[src/rtl/surf_merger_pkg.sv]
// surf_merger_pkg: state encoding, header constants and default sizes for the SURF event merger
package surf_merger_pkg;
  typedef enum logic [1:0] {IDLE, HEADER, STREAM, ADVANCE} state_t;
  localparam logic [7:0] HDR_MAGIC = 8'hA5;
  localparam int HDR_BYTES = 4;
  localparam int DEF_NSURF = 7;
  localparam int DEF_EVENT_BYTES = 12292;
endpackage

[src/rtl/merger_skid.sv]
// merger_skid: 2-entry AXI4-stream register slice (aclk, rst, s_valid/s_ready/s_data in, m_valid/m_ready/m_data out), s_ready registered as not-full
module merger_skid #(
  parameter int W = 9
) (
  input  logic         aclk,
  input  logic         rst,
  input  logic         s_valid,
  output logic         s_ready,
  input  logic [W-1:0] s_data,
  output logic         m_valid,
  input  logic         m_ready,
  output logic [W-1:0] m_data
);
  logic         x_valid;
  logic [W-1:0] x_data;
  logic         pop;
  assign pop = m_ready | ~m_valid;
  assign s_ready = ~x_valid;
  always_ff @(posedge aclk)
    if (rst) begin
      m_valid <= 1'b0;
      x_valid <= 1'b0;
      m_data  <= '0;
      x_data  <= '0;
    end else if (pop) begin
      m_valid <= x_valid | s_valid;
      x_valid <= 1'b0;
      if (x_valid | s_valid) m_data <= x_valid ? x_data : s_data;
    end else if (s_valid & ~x_valid) begin
      x_valid <= 1'b1;
      x_data  <= s_data;
    end
endmodule

[src/rtl/surf_event_merger.sv]
// surf_event_merger: merges one tlast-delimited event per SURF (s_dout_*) in order into one m_ev_* stream with event_count_o/event_done_o/len_err_o status; 4-byte header when SURF_MERGER_HEADER_EN is defined
module surf_event_merger
  import surf_merger_pkg::*;
#(
  parameter int    NSURF       = DEF_NSURF,
  parameter int    EVENT_BYTES = DEF_EVENT_BYTES,
  parameter string DEBUG       = "FALSE"
) (
  input  logic               aclk,
  input  logic               rst,
  input  logic [8*NSURF-1:0] s_dout_tdata,
  input  logic [NSURF-1:0]   s_dout_tvalid,
  input  logic [NSURF-1:0]   s_dout_tlast,
  output logic [NSURF-1:0]   s_dout_tready,
  output logic [7:0]         m_ev_tdata,
  output logic               m_ev_tvalid,
  output logic               m_ev_tlast,
  input  logic               m_ev_tready,
  output logic [15:0]        event_count_o,
  output logic               event_done_o,
  output logic [NSURF-1:0]   len_err_o
);
  localparam int SW = NSURF > 1 ? $clog2(NSURF) : 1;
  localparam int CW = $clog2(EVENT_BYTES + 1);
`ifdef SURF_MERGER_HEADER_EN
  localparam state_t FIRST = HEADER;
`else
  localparam state_t FIRST = STREAM;
`endif
  state_t        state, state_n;
  logic [SW-1:0] sel;
  logic [CW-1:0] byte_cnt;
  logic          sk_valid, sk_ready, in_hs, last_sel;
  logic [8:0]    sk_data, ev_data;
  assign last_sel = sel == SW'(NSURF - 1);
  assign in_hs = (state == STREAM) && s_dout_tvalid[sel] && sk_ready;
  assign {m_ev_tlast, m_ev_tdata} = ev_data;
`ifdef SURF_MERGER_HEADER_EN
  logic [1:0] hdr_idx;
  logic [7:0] hdr_byte;
  assign hdr_byte = hdr_idx == 2'd0 ? event_count_o[15:8] :
                    hdr_idx == 2'd1 ? event_count_o[7:0] :
                    hdr_idx == 2'd2 ? 8'(NSURF) : HDR_MAGIC;
  always_ff @(posedge aclk)
    if (rst) hdr_idx <= '0;
    else if (state == HEADER && sk_ready) hdr_idx <= hdr_idx + 2'd1;
`endif
  always_ff @(posedge aclk)
    if (rst) state <= IDLE;
    else state <= state_n;
  always_comb begin
    state_n = state;
    case (state)
      IDLE:    if (s_dout_tvalid[0]) state_n = FIRST;
`ifdef SURF_MERGER_HEADER_EN
      HEADER:  if (sk_ready && hdr_idx == 2'(HDR_BYTES - 1)) state_n = STREAM;
`endif
      STREAM:  if (in_hs && s_dout_tlast[sel]) state_n = ADVANCE;
      ADVANCE: state_n = last_sel ? IDLE : STREAM;
      default: state_n = IDLE;
    endcase
  end
  // Only the last SURF's tlast survives into the merged stream.
  always_comb begin
    s_dout_tready = '0;
    sk_valid      = 1'b0;
    sk_data       = '0;
    if (state == STREAM) begin
      s_dout_tready[sel] = sk_ready;
      sk_valid           = s_dout_tvalid[sel];
      sk_data            = {s_dout_tlast[sel] & last_sel, s_dout_tdata[8*sel +: 8]};
    end
`ifdef SURF_MERGER_HEADER_EN
    if (state == HEADER) begin
      sk_valid = 1'b1;
      sk_data  = {1'b0, hdr_byte};
    end
`endif
  end
  // A saturated count can never be a legal length, so it always flags.
  always_ff @(posedge aclk)
    if (rst) begin
      sel           <= '0;
      byte_cnt      <= '0;
      event_count_o <= '0;
      event_done_o  <= 1'b0;
      len_err_o     <= '0;
    end else begin
      event_done_o <= m_ev_tvalid & m_ev_tready & m_ev_tlast;
      if (in_hs) begin
        byte_cnt <= &byte_cnt ? byte_cnt : byte_cnt + 1'b1;
        if (s_dout_tlast[sel] && (&byte_cnt || byte_cnt != CW'(EVENT_BYTES - 1))) len_err_o[sel] <= 1'b1;
      end
      if (state == ADVANCE) begin
        byte_cnt <= '0;
        sel      <= last_sel ? '0 : sel + 1'b1;
        if (last_sel) event_count_o <= event_count_o + 16'd1;
      end
    end
  if (DEBUG == "TRUE") begin : g_dbg
    (* keep *) logic [2+SW+CW-1:0] probe;
    always_ff @(posedge aclk) probe <= {state, sel, byte_cnt};
  end
  merger_skid #(.W(9)) u_skid (
    .aclk    (aclk),
    .rst     (rst),
    .s_valid (sk_valid),
    .s_ready (sk_ready),
    .s_data  (sk_data),
    .m_valid (m_ev_tvalid),
    .m_ready (m_ev_tready),
    .m_data  (ev_data)
  );
endmodule

[config.mk]
export PLATFORM = sky130hd
export DESIGN_NAME = surf_event_merger
export DESIGN_NICKNAME = d
export VERILOG_FILES = /design/src/rtl/surf_merger_pkg.sv /design/src/rtl/merger_skid.sv /design/src/rtl/surf_event_merger.sv
export SDC_FILE = /design/constraint.sdc
export NUM_CORES = 1
export LEC_CHECK = 0
export ABC_AREA = 1
export CAP_MARGIN = 10
export CORE_MARGIN = 2
export CORE_UTILIZATION = 25
export CTS_CLUSTER_SIZE = 28
export DETAILED_ROUTE_END_ITERATION = 10
export SLEW_MARGIN = 10
export SYNTH_ARGS = -nofsm -noshare
export SYNTH_HDL_FRONTEND = slang
export SYNTH_SLANG_ARGS = --single-unit
[constraint.sdc]
create_clock -name aclk -period 2.8 [get_ports aclk]
set_clock_uncertainty 0.2 [all_clocks]
set_input_delay 0.56 -clock aclk [delete_from_list [all_inputs] [get_ports aclk]]
set_output_delay 0.56 -clock aclk [all_outputs]
set_load 0.01 [all_outputs]
==> impl_metrics.yaml, run 1 <==
grt:
  grt_max_degree: 39
  antenna_found_initial: 0
  grt_pass1_wl_mm: 20.5
  grt_pass1_vias: 4180
  track_usage_pct: 14.3
  grt.overflow.total: 0
sta:
  post-route-worst-setup-slack_ns: 0.138
  final.setup.tns_ns: 0
  fmaxAchievable_mhz: 376
  slew_violations: 0
  setup_viol: 0
  rsz0062_at_grt: "false"
  period_needed_ns: 2.66
  hold_violations: 0
  final.period_utilization_pct: 95.1
  tightest_slew_ns: 0.656
  max-slew-margin-rel_pct: 56.2
logic_synthesis:
  synth_cell_types: 36
  synth_top_family_by_area: "simple AND/OR/NAND/NOR gates"
  synth.area.mux_share_pct: 0
  synth_xor_area_share_pct: 2.10
  seq_area_frac_synth_pct: 30.3
  synth-simple-area-share_pct: 44.4
  netlist_instances: 667
  synth-seq-cells: 63
  synth.net_count: 742
  synthAdderAreaFrac_pct: 0.601
  yosys_warnings: 0
  avgSynthCellArea_um2: 6.24
  ys.flop_type: "dfxtp_1"
  synth_compound_area_share_pct: 10.0
  synthArstFlopShare_pct: 0
  synth_edf_count: 0
  syn-cell-area_um2: 4160
floorplan:
  die_y_um: 133
  core_area_um2: 16400
  die_width_um: 133
  fp.dieArea_um2: 17700
  num_io_pins: 114
  start_util_pct: 25.4
  placementRows: 47
critical_path:
  path_buf_inv: 3
  critical_path.endpoint_type: "output port"
  startpoint_type: "register"
  arrival_ns: 1.90
  path_class: "reg2out"
  cp_top_family: "buffers and inverters"
  r2r-start: "sel[1]"
  crit_chain: "inv_4, nand2_1, nor2_4, inv_1, nor2_1, clkdlybuf4s50_1"
  critPathMaxStageDelay_ns: 0.55
  critPathLaunch: "sel[0]"
  cp_slowest_cell: "clkdlybuf4s50_1"
  cp_max_fo: 14
  cp_data_required_time_ns: 2.04
power:
  powerDensity_nw_per_um2: 398
  seqPwrFrac_pct: 40.4
  peakVddDrop_uv: 189
  p_leak_nw: 2.41
  swShare_pct: 25.5
  clockPowerShare_pct: 44.1
  comb_power_share_pct: 15.5
  switching_power_mw: 0.588
  internal_power_mw: 1.71
clock_tree:
  clk_latency_ns: 0.33
  cts_tree: "yes"
  clockBufferDepth: 2
  root_buffer: "clkbuf_16"
  cts_buffers: 9
  cts.sinks: 63
  htree_levels: 3
  clkTransAtPathRegs_ns: 0.05
route:
  drt-met1-wl_mm: 6.07
  num_vias: 4363
  post-route-drc-count: 0
  drt_iter0_markers: 293
  viasPerCell: 4.35
  ant_nets: 0
  maxUsedRoutingLayer: "met4"
  dr_wl_met2_mm: 5.32
  met3WireLength_um: 705
  dr.pass1.iters: 4
  wl_per_cell_um: 12.2
  routed_wl_mm: 12.3
run_status:
  status: "finished clean"
final_layout:
  design_area_um2: 5790
  post_route_cells_drive_above_1_share_pct: 9.72
  fill_cells: 1754
  fin_util_pct: 35.3
  synthToLayoutAreaGrowth_pct: 38.9
  layout_common_cells: "nand2_1 (227), clkdlybuf4s50_1 (113), inv_1 (86)"
  final_common_cell: "nand2_1"
  fin_nets: 852
  antenna_cells: 0
placed_design:
  dp_hpwl_mm: 9.35
  place_area_um2: 5500
  io_buffers: 113
  dp_slack_ns: 0.344
  place_congestion: 0.875
hold_path:
  hold_path_class: "reg2reg"
  hp-start: "len_err_o[0]"
run:
  drv_cap: 0
## path summary, 6_finish.rpt
path | end | slack, ns | depth (start not counted)
max | s_dout_tready[6] | 0.14 | 6
max reg2reg | u_skid.x_data[0] | 0.46 | 12
min reg2reg | len_err_o[0] | 0.25 | 2
min | len_err_o[0] | 0.25 | 2
## routing by layer
metal / GRT usage (%) / vias to the layer above
li1: - / 2321
met1: 19.6 / 1925
met2: 22.3 / 103
met3: 3.68 / 14
met4: 4.06 / 0
met5: 0 / -
## area by class of cell
class	instances	area, µm²	area share [%]
Clock buffer	10	239	4.13
Clock inverter	6	36.3	0.627
Inverter	92	355	6.14
Multi-Input combinational cell	484	2380	41.1
Sequential cell	63	1260	21.8
Tap cell	220	275	4.76
Timing Repair Buffer	127	1240	21.4
## what timing repair did
| action | in CTS | in global routing |
|---|---|---|
| endpoints found under the setup margin | 1 | 4 |
| pin swaps | 0 | 1 |
| cloned | 0 | 0 |
| buffers inserted | 0 | 1 |
| gates resized for setup | 1 | 2 |
| hold endpoints to repair | 0 | 0 |
| hold buffers | 0 | 0 |
## kinds of logic (layout without fill, tap and decap cells)
logic type	Yosys count	in the layout
AOI/OAI and AO/OA	82	82
xor gates and xnor gates	10	10
adders and majority gates	2	2
buffers and inverters	120	235
DFF	63	63
and+or+nand+nor	390	390
## synthesized netlist by cell type, types with 5 or more instances
master	n	area, µm²
a21oi_1	67	335
buf_2	6	30.0
buf_6	5	56.3
clkbuf_1	12	45.0
dfxtp_1	63	1260
inv_1	86	323
nand2_1	227	852
nand3_1	53	265
nand3_2	17	170
nand4_1	6	37.5
nor2_1	45	169
nor2_4	9	101
nor3_1	16	80.1
o21ai_0	11	55.1
xor2_1	8	70.1
## power groups by stage
stage          sequential, mW  combinational (mW)  clock, mW
2_1_floorplan           0.953               0.182          0
3_3_place_gp            0.951               0.355          0
3_5_place_dp            0.950               0.358          0
4_1_cts                 0.931               0.360       1.04
5_1_grt                 0.933               0.397       1.09
6_report                0.931               0.357       1.02
## worst register-to-register path: stages (launching register included)
cell	delay [ns]
dfxtp_2	0.45
buf_4	0.24
inv_4	0.12
nor2_4	0.21
nand3_1	0.11
nand2_1	0.10
inv_2	0.04
nand2_4	0.08
nand2_8	0.07
inv_6	0.21
nand2_2	0.20
nand2_1	0.12
a21oi_1	0.06
## state kept, by name, summed over array words and instances, names as in the netlist
| register | flops |
|---|---|
| byte_cnt | 14 |
| event_count_o | 16 |
| event_done_o | 1 |
| len_err_o | 7 |
| sel | 3 |
| state | 2 |
| u_skid.m_data | 9 |
| u_skid.m_valid | 1 |
| u_skid.x_data | 9 |
| u_skid.x_valid | 1 |
## per-stage QoR
step           hold WS (ns)  total power [mW]  std cells
2_1_floorplan         0.239              1.13        667
3_3_place_gp          0.243              1.31        985
3_5_place_dp          0.243              1.31        985
4_1_cts               0.251              2.33       1001
5_1_grt               0.277              2.42       1002
6_report              0.248              2.30       1002
(Power assumes the default switching activity.)
==> inputs of run 2 (changes only) <==
--- a/config.mk
+++ b/config.mk
@@ -9,7 +9,7 @@
 export CAP_MARGIN = 10
 export CORE_MARGIN = 2
 export CORE_UTILIZATION = 25
-export CTS_CLUSTER_SIZE = 28
+export CTS_CLUSTER_DIAMETER = 80
 export DETAILED_ROUTE_END_ITERATION = 10
 export SLEW_MARGIN = 10
 export SYNTH_ARGS = -nofsm -noshare
==> results of run 2 <==
The final DEF is identical to that of run 1; final timing and power are the same.
==> inputs of run 3 (changes only) <==
--- a/config.mk
+++ b/config.mk
@@ -5,13 +5,14 @@
 export SDC_FILE = /design/constraint.sdc
 export NUM_CORES = 1
 export LEC_CHECK = 0
-export ABC_AREA = 1
 export CAP_MARGIN = 10
+export CELL_PAD_IN_SITES_DETAIL_PLACEMENT = 1
+export CELL_PAD_IN_SITES_GLOBAL_PLACEMENT = 2
 export CORE_MARGIN = 2
 export CORE_UTILIZATION = 25
 export CTS_CLUSTER_DIAMETER = 80
 export DETAILED_ROUTE_END_ITERATION = 10
-export SLEW_MARGIN = 10
+export PLACE_DENSITY_LB_ADDON = 0.1
 export SYNTH_ARGS = -nofsm -noshare
 export SYNTH_HDL_FRONTEND = slang
 export SYNTH_SLANG_ARGS = --single-unit
==> impl_metrics.yaml, run 3 <==
run_status:
  status: "finished clean"
clock_tree:
  cts_tree: "yes"
  clockBufferDepth: 2
  clk_latency_ns: 0.35
  cts.sinks: 63
  root_buffer: "clkbuf_16"
  clkTransAtPathRegs_ns: 0.06
  htree_levels: 3
  cts_buffers: 9
placed_design:
  dp_hpwl_mm: 9.73
  dp.cells: 704
  io_buffers: 113
  place_congestion: 0.816
  dp_slack_ns: 0.0966
run:
  drv_cap: 0
logic_synthesis:
  seq_area_frac_synth_pct: 35.6
  synth.net_count: 489
  netlist.area_leader.share_pct: 35.6
  synth_edf_count: 0
  avgSynthCellArea_um2: 8.57
  netlist_instances: 414
  yosys_warnings: 0
  netlist_top_cells_area: "dfxtp_1 (36%), mux2i_1 (7.3%), nor2_1 (3.7%)"
  synth-seq-cells: 63
  synth_top_area_cell: "dfxtp_1"
  synth.most_common_cell: "dfxtp_1"
  synthArstFlopShare_pct: 0
  syn-cell-area_um2: 3550
  synthTopCellsByCount: "dfxtp_1 (63), nor2_1 (35), nand2_1 (31), mux2i_1 (26)"
  ys.flop_type: "dfxtp_1"
  synth_cell_types: 55
grt:
  antenna_found_initial: 0
  grt_max_degree: 23
  grt_pass1_wl_mm: 20.4
  grt.overflow.total: 0
  grt_pass1_vias: 3719
  track_usage_pct: 17.8
sta:
  setup_viol: 0
  slew_violations: 0
  final.period_utilization_pct: 95.5
  rsz0062_at_grt: "false"
  final.setup.tns_ns: 0
  period_needed_ns: 2.67
  tightest_slew_ns: 0.655
  max-slew-margin-rel_pct: 55.9
  hold_violations: 0
  post-route-worst-setup-slack_ns: 0.126
  fmaxAchievable_mhz: 374
final_layout:
  fin_nets: 613
  antenna_cells: 0
  post_route_cells_drive_above_1_share_pct: 12.7
  top_register: "event_count_o"
  fin_util_pct: 38.2
  largest_reg_flops: 16
  layout.cells.non_filler: 723
  synthToLayoutAreaGrowth_pct: 49.6
  final_common_cell: "clkdlybuf4s50_1"
  reg.largest.list: "event_count_o x16, byte_cnt x14"
  layout_common_cells: "clkdlybuf4s50_1 (113), dfxtp_1 (61), nor2_1 (34)"
critical_path:
  reg2regPathDepth: 6
  crit_chain: "buf_4, nand3b_1, nor2_1, clkdlybuf4s50_1"
  critPathMaxStageDelay_ns: 0.57
  cp_data_required_time_ns: 2.04
  cp_max_fo: 22
  critical_path.endpoint_type: "output port"
  cp.depth: 4
  cp_slowest_cell: "clkdlybuf4s50_1"
  path_buf_inv: 2
  path_class: "reg2out"
  cp_top_family: "buffers and inverters"
  startpoint_type: "register"
  arrival_ns: 1.91
power:
  p_leak_nw: 1.88
  switching_power_mw: 0.599
  seqPwrFrac_pct: 37.2
  powerDensity_nw_per_um2: 467
  comb_power_share_pct: 12.1
  internal_power_mw: 1.88
  clockPowerShare_pct: 50.7
  swShare_pct: 24.2
  peakVddDrop_uv: 269
route:
  wl_per_cell_um: 17.9
  routed_wl_mm: 12.9
  ant_nets: 0
  drt_iter0_markers: 196
  num_vias: 3628
  viasPerCell: 5.02
  dr.pass1.iters: 4
  post-route-drc-count: 0
hold_path:
  hold_path_class: "reg2reg"
  holdPathStages: 1
floorplan:
  die_width_um: 123
  num_io_pins: 114
  core_area_um2: 13900
  fp.dieArea_um2: 15200
  die_y_um: 123
  start_util_pct: 25.6
  placementRows: 43
-- run 3: cell type report --
type | count | area, µm²
multi-input combinational | 308 | 2080
fill | 1635 | 8570
clock inverter | 7 | 104
clock buffer | 9 | 225
tap | 180 | 225
inverter | 13 | 48.8
sequential | 63 | 1260
timing repair buffer | 143 | 1360
-- run 3: final timing paths --
kind / start / to / slack (ns)
worst min-delay path: len_err_o[2] / len_err_o[2] / 0.26
worst min register to register: len_err_o[2] / len_err_o[2] / 0.26
worst max-delay path: sel[1] / s_dout_tready[6] / 0.13
worst max register to register: sel[1] / len_err_o[1] / 0.36
-- run 3: power groups by stage --
stage          clock network (mW)  logic, mW  registers [mW]
2_1_floorplan                   0      0.112           0.946
3_3_place_gp                    0      0.294           0.942
3_5_place_dp                    0      0.297           0.942
4_1_cts                      1.29      0.299           0.922
5_1_grt                      1.34      0.327           0.924
6_report                     1.26      0.299           0.922
-- run 3: cell families (layout without fill, tap and decap cells) --
family,Yosys count,count (layout),synth area share (%)
compound gates,94,94,19.3
xor+xnor,15,15,3.70
fa+ha+maj,2,2,0.705
buf+inv,43,172,5.82
flops,63,63,35.6
mux,34,34,10.9
simple gates,163,163,24.0
-- run 3: layer usage --
layer	wire, µm	track usage [%]	vias up
met2	6410	31.1	77
met5	0	0	-
met4	186	5.04	0
li1	-	-	1794
met1	5490	20.6	1744
met3	816	5.95	13
-- run 3: per-stage QoR --
step,hold WS [ns],power [mW],instance area [µm²]
6_report,0.263,2.48,5310
5_1_grt,0.288,2.60,5310
4_1_cts,0.270,2.51,5280
3_5_place_dp,0.246,1.24,4950
3_3_place_gp,0.249,1.24,4950
2_1_floorplan,0.245,1.06,3550
-- run 3: timing repair --
action,in CTS,in global routing
setup buffers,0,3
setup endpoints to repair,3,6
hold buffers,0,0
resized for setup,2,1
pin swaps,0,1
